`config.mk`:
```
export PLATFORM = sky130hd
export DESIGN_NAME = fir_ctrl
export DESIGN_NICKNAME = d
export VERILOG_FILES = /design/src/rtl/fir_ctrl.sv
export SDC_FILE = /design/constraint.sdc
export NUM_CORES = 1
export LEC_CHECK = 0
export CAP_MARGIN = 20
export CORE_MARGIN = 10
export CORE_UTILIZATION = 35
export DETAILED_ROUTE_END_ITERATION = 8
export GPL_ROUTABILITY_DRIVEN = 1
export PLACE_DENSITY = 0.71
export SYNTH_ARGS = -nofsm -noshare
export SYNTH_HDL_FRONTEND = slang
export SYNTH_SLANG_ARGS = --single-unit
```
`constraint.sdc`:
```
create_clock -name clock -period 1.75 [get_ports clock]
set_input_delay 0.175 -clock clock [delete_from_list [all_inputs] [get_ports clock]]
set_output_delay 0.175 -clock clock [all_outputs]
set_load 0.01 [all_outputs]
```
`src/rtl/fir_ctrl.sv`:
```
// Sequencer for a time-multiplexed 8-tap FIR filter: owns the delay-line RAM write port,
// walks the taps through an external MAC, and hands each finished sum downstream.
module fir_ctrl #(
  parameter int data_width = 8,
  parameter int addr_width = 3
) (
  input  logic                      clock,
  input  logic                      reset,
  input  logic [data_width-1:0]     x_in,
  input  logic                      in_valid,
  output logic                      in_ready,
  input  logic                      clr,
  output logic                      ram_we,
  output logic [addr_width-1:0]     ram_waddr,
  output logic [data_width-1:0]     ram_wdata,
  output logic [addr_width-1:0]     ram_raddr,
  output logic [addr_width-1:0]     rom_addr,
  output logic                      mac_init,
  input  logic [2*data_width+2:0]   y,
  output logic [2*data_width+2:0]   y_out,
  output logic                      out_valid,
  input  logic                      out_ready
);

  localparam logic [addr_width-1:0] K_LAST = '1;

  typedef enum logic [2:0] {
    S_CLEAR,
    S_IDLE,
    S_MAC,
    S_DONE,
    S_OUT
  } state_t;

  state_t                state;
  logic [addr_width-1:0] wptr;
  logic [addr_width-1:0] k;

  always_ff @(posedge clock or negedge reset) begin
    if (!reset) begin
      state     <= S_CLEAR;
      k         <= '0;
      wptr      <= '0;
      y_out     <= '0;
      out_valid <= 1'b0;
    end else begin
      case (state)
        S_CLEAR: begin
          k <= k + 1'b1;
          if (k == K_LAST) begin
            state <= S_IDLE;
            k     <= '0;
            wptr  <= '0;
          end
        end
        // clr outranks a pending sample so a clear request can never be starved
        S_IDLE: begin
          if (clr) begin
            state <= S_CLEAR;
            k     <= '0;
          end else if (in_valid) begin
            state <= S_MAC;
            k     <= '0;
          end
        end
        S_MAC: begin
          k <= k + 1'b1;
          if (k == K_LAST) begin
            state <= S_DONE;
            k     <= '0;
          end
        end
        // the MAC register holds the complete sum one edge after the last tap
        S_DONE: begin
          y_out     <= y;
          out_valid <= 1'b1;
          wptr      <= wptr + 1'b1;
          state     <= S_OUT;
        end
        S_OUT: begin
          if (out_ready) begin
            out_valid <= 1'b0;
            state     <= S_IDLE;
          end
        end
        default: state <= S_CLEAR;
      endcase
    end
  end

  always_comb begin
    in_ready  = 1'b0;
    ram_we    = 1'b0;
    ram_waddr = '0;
    ram_wdata = '0;
    ram_raddr = '0;
    rom_addr  = '0;
    mac_init  = 1'b0;
    case (state)
      S_CLEAR: begin
        ram_we    = 1'b1;
        ram_waddr = k;
      end
      S_IDLE: begin
        in_ready  = !clr;
        ram_we    = in_valid && !clr;
        ram_waddr = wptr;
        ram_wdata = x_in;
      end
      // newest sample sits at wptr, older ones at descending addresses (mod TAPS)
      S_MAC: begin
        rom_addr  = k;
        ram_raddr = wptr - k;
        mac_init  = (k == '0);
      end
      default: ;
    endcase
  end

endmodule

```
# == Word level (Yosys, flattened, before mapping) ==
# Index checks and enable logic that the tools add are counted.
# totals
output_inout_bits,40
register_bits,29
elab_cells,50
inputBits,32
# op_classes
n_eq_ne,9
reduce_logical,12
addsub,3
n_mux,21
# ops
op,n
3-bit two-way mux,11
3-bit case mux with 2 select lines,3
3-bit case mux with 5 select lines,1
8-bit two-way mux,1
"3-bit by 1-bit adder with 3-bit output, second input constant",2
"3-bit by 2-bit == test with 1-bit output, second input constant",2
"3-bit == test, second input constant",2
3-bit zero test,2
"2-bit != test, second input constant",3
2-bit AND reduction,3
2-bit nonzero test,3
1-bit case mux with 2 select lines,2
4-bit AND reduction,1
"3-bit by 1-bit == test with 1-bit output, second input constant",1
1-bit two-way mux,3
"3-bit != test, second input constant",1
3-bit subtractor,1
2-bit OR reduction,1
1-bit logical AND,1
1-bit zero test,1

# == Logic depth before layout (Yosys ltp) ==
# depth
word_depth,4
mapped_depth,7

# == Least setup slack after synthesis ==
# No wires, ideal clock.
# synth_path
path_kind,register to output
start,register wptr[0]
end,output ram_raddr[2]
path_slack_ns,0.145
stages_incl_launch_ff,8
arrival_time_ns,1.430
path_buffers,0
path_cell_list,dfrtp_1 -> inv_1 -> ha_1 -> inv_1 -> fa_1 -> xnor2_1 -> xnor2_1 -> nor2_1
# synth_between
elab_chain_cells,2
# synth_rtl
element,line_no,rtl
start: declaration,36,logic [addr_width-1:0] wptr;
start signal: assignment,77,wptr <= wptr + 1'b1;
3-bit subtractor,113,ram_raddr = wptr - k;
3-bit two-way mux,99,case (state)
end: declaration,16,"output logic [addr_width-1:0] ram_raddr,"
# No other way between the ends.

# == Worst setup path after layout ==
# Ends and elaborated chain as after synthesis.

==> metrics.md <==
| Metric | Value |
|---|---|
| Status | `finished, violations left` |
| Violated checks | `setup timing` |
| Antenna violations before repair | `0` |
| Ant diodes | `0` |
| Post-synth EDFFs | `0` |
| Leading area contributor after synthesis | `dfrtp_1` |
| Slew headroom | `75.40%` |
| I/O pins | `about 70` |
| Crit path kind | `reg2out` |
| Worst path max stage delay | `approximately 0.38 ns` |
| Mapped cell area | `0.001496 mm²` |
| Leakage power | `about 1.2 nW` |
| Final worst slack | `-0.1537 ns` |
| Crit path launch type | `flip-flop` |
| H-tree depth | `2` |
| Cell mode on critical path | `inv_1` |
| Die width | `between 80 and 90 µm` |
| CP Cell Sequence | `inv_1 > ha_1 > inv_1 > fa_2 > xnor2_2 > xnor2_1 > nor2_1 > buf_2` |
| Async S/R FF share, synth | `100.0%` |
| Congestion Overflow GR | `0` |
| Final HPWL DP | `about 3500 µm` |
| DIE AREA | `0.007291 mm²` |
| P_sw | `1.334 mW` |
| FMAX | `525.3 MHz` |
| Final hold slack | `~0.28 ns` |
| Arrival @ worst endpoint | `1.73 ns` |
| Most instantiated cells after synthesis | `29 x dfrtp_1, 19 x mux2_2, 12 x nor2_1, 9 x and2_1, 6 x a21oi_1` |
| Floorplan Core Area | `0.004058 mm²` |
| Dominant cell by count in the synthesized netlist | `dfrtp_1` |
| # rows | `23` |
| Vias | `1,288` |
| Final Cycle Share | `108.8%` |
| Average cell area after synthesis | `~12 µm²` |
| Worst slew pin tran | `0.3691 ns` |
| Wirelength per Cell | `around 16 µm` |
| Crit end category | `primary output` |
| Combinational fraction of design power | `52.3%` |
| Sum Neg Setup Slack | `-0.2566 ns` |
| Crit path time final | `1.904 ns` |
| FF+latch count, synth | `29` |
| Root buffer cell | `clkbuf_8` |
| Post-synth top area share | `48.49%` |
| Detailed-route DRC error count | `0` |
| Max-Cap Viols | `0` |
| Crit path required time | `1.57 ns` |
| Final Util | `61.33%` |
| Starting density of the core | `36.88%` |
| Ranking of synthesized cells by area | `dfrtp_1 48%, mux2_2 14%, ha_1 4.2%` |
| Final hold viol count | `0` |
| Unique masters post-synth | `36` |
| Setup slack, reg-to-reg | `0.17 ns` |
| Final setup vio count | `2` |
| Routed Antenna Nets | `0` |
| Vias/cell | `4.788` |
| Sequential Power Share | `27.9%` |
| Drt total wl | `4414 µm` |
| Share of cells above drive strength 1 | `~30%` |
| Deepest clock path buffer count | `2` |
| Dpl ws | `-0.3187 ns` |
| Worst Skew | `0.003394 ns` |
| Clock Power Share | `19.8%` |
| YS warnings | `0` |
| RSZ-0062 raised after global routing | `yes` |
| Tot Pwr | `around 4.1 mW` |
| Worst skew pair latency | `0.28 ns` |
| Clk sinks | `29` |
| Largest net degree at the start of global routing | `30` |
| GPL Wtd Cong | `between 0.7 and 0.8` |
| Slew Limit Fails | `0` |
| Int Power | `~2.8 mW` |
| Die height | `85.39 µm` |
| Fraction of power spent switching nets | `32.20%` |
| Predominant post-synthesis flop cell | `dfrtp_1` |
| Layout Nets | `256` |
| Vias in the first global route | `about 1,400` |
| Tot GR Track Use | `between 10% and 20%` |
| Synthesized instance count | `125` |
| Seq/Total Area, Yosys | `roughly half` |
| Post-synth net total | `roughly 160` |
| Largest fanout on the critical path | `2` |
| IO buf count | `71` |
| First-pass GRT wire length | `7258 µm` |
| Power Density | `between 1500 and 2000 mW/mm²` |
| Syn-to-layout area delta | `66.30%` |
| Drt pass-1 iters | `6` |
| Maximum VDD drop | `0.6699 mV` |
| TritonCTS clock tree | `built` |
| Worst Hold Class | `in2async` |
| 1st-iter DRT viols | `68` |
| Worst-path clk slew | `0.06 ns` |
| CTS Buf Count | `5` |
| CP max stage cell | `dfrtp_1` |
## power groups by stage
stage | Combinational (mW) | Clock, mW | Sequential (mW)
detailed placement | 2.20 | 0 | 1.17
finish | 2.17 | 0.818 | 1.16
global placement | 2.14 | 0 | 1.14
floorplan | 0.927 | 0 | 1.27
global route | 2.37 | 0.871 | 1.20
CTS | 2.16 | 0.838 | 1.16
## registers in the layout (all words and copies together) (netlist names)
register   flops
state          3
wptr           3
k              3
out_valid      1
y_out         19
## layer usage
metal | vias to the layer above | global-route usage (%) | wire (µm) | share of wire, %
met1 | 603 | 13.52 | 1763 | 40
met5 | - | 0 | 0 | 0
li1 | 620 | - | - | -
met4 | 0 | 4.042 | 61 | 1.4
met3 | 8 | 4.589 | 350 | 7.9
met2 | 57 | 20.71 | 2237 | 51
## cell families after synthesis
group,synth area share (%)
and+or+nand+nor,15.30
DFF,48.50
muxes,17.06
AOI/OAI and AO/OA,7.609
buffers and inverters,4.848
adders and majority gates,5.518
xor gates and xnor gates,1.171
## final cells by class
type | count | area, µm²
Clock buffer | 5 | 68.82
Clock inverter | 3 | 65.06
Fill cell | 328 | 1569
Inverter | 5 | 18.77
Multi-Input combinational cell | 85 | 715.7
Sequential cell | 29 | 728.2
Tap cell | 50 | 62.56
Timing Repair Buffer | 92 | 829.5
## cells in the final DEF, fill, tap and decap left out, types with 2 or more instances in the layout
master and count:
nor3_1 4, and2_1 9, nor2_1 11, buf_2 3, inv_1 4, clkdlybuf4s50_1 51
a21oi_1 6, dfrtp_2 2, a211oi_1 2, clkbuf_2 2, bufinv_16 2, clkbuf_8 5
mux2i_1 3, a22o_1 2, dlygate4sd2_1 12, buf_4 21, dfrtp_1 27, clkdlybuf4s15_1 2
mux2_2 19, ha_1 5
## repair_timing
item                       4_1_cts  5_1_grt
gates resized for setup         37        9
setup endpoints to repair       20       14
setup buffers                    2        4
pin swaps                        3        4
hold buffers                     0        0
## final timing paths
check	cells after the start	startpoint	end
max	8	wptr[0]	ram_raddr[2]
min	2	reset	y_out[7]
max reg2reg	6	k[0]	wptr[2]
min reg2reg	1	y_out[11]	y_out[11]
max in group asynchronous	2	reset	state[0]
min in group clock	1	y_out[11]	y_out[11]
## worst max-delay path: cells and delay by family, from the launching register on
kind	cells	cell delay [ns]
XOR/XNOR	2	0.27
adder cells (fa/ha/maj)	2	0.49
buffers and inverters	3	0.24
flip-flops	1	0.38
AND/OR/NAND/NOR	1	0.08
## metrics by stage
stage | instances | area (µm²)
6_report | 269 | 2489
5_1_grt | 269 | 2489
4_1_cts | 265 | 2452
3_5_place_dp | 255 | 2328
3_3_place_gp | 255 | 2328
2_1_floorplan | 125 | 1496
Note: power is estimated with default switching activity, not from simulation.
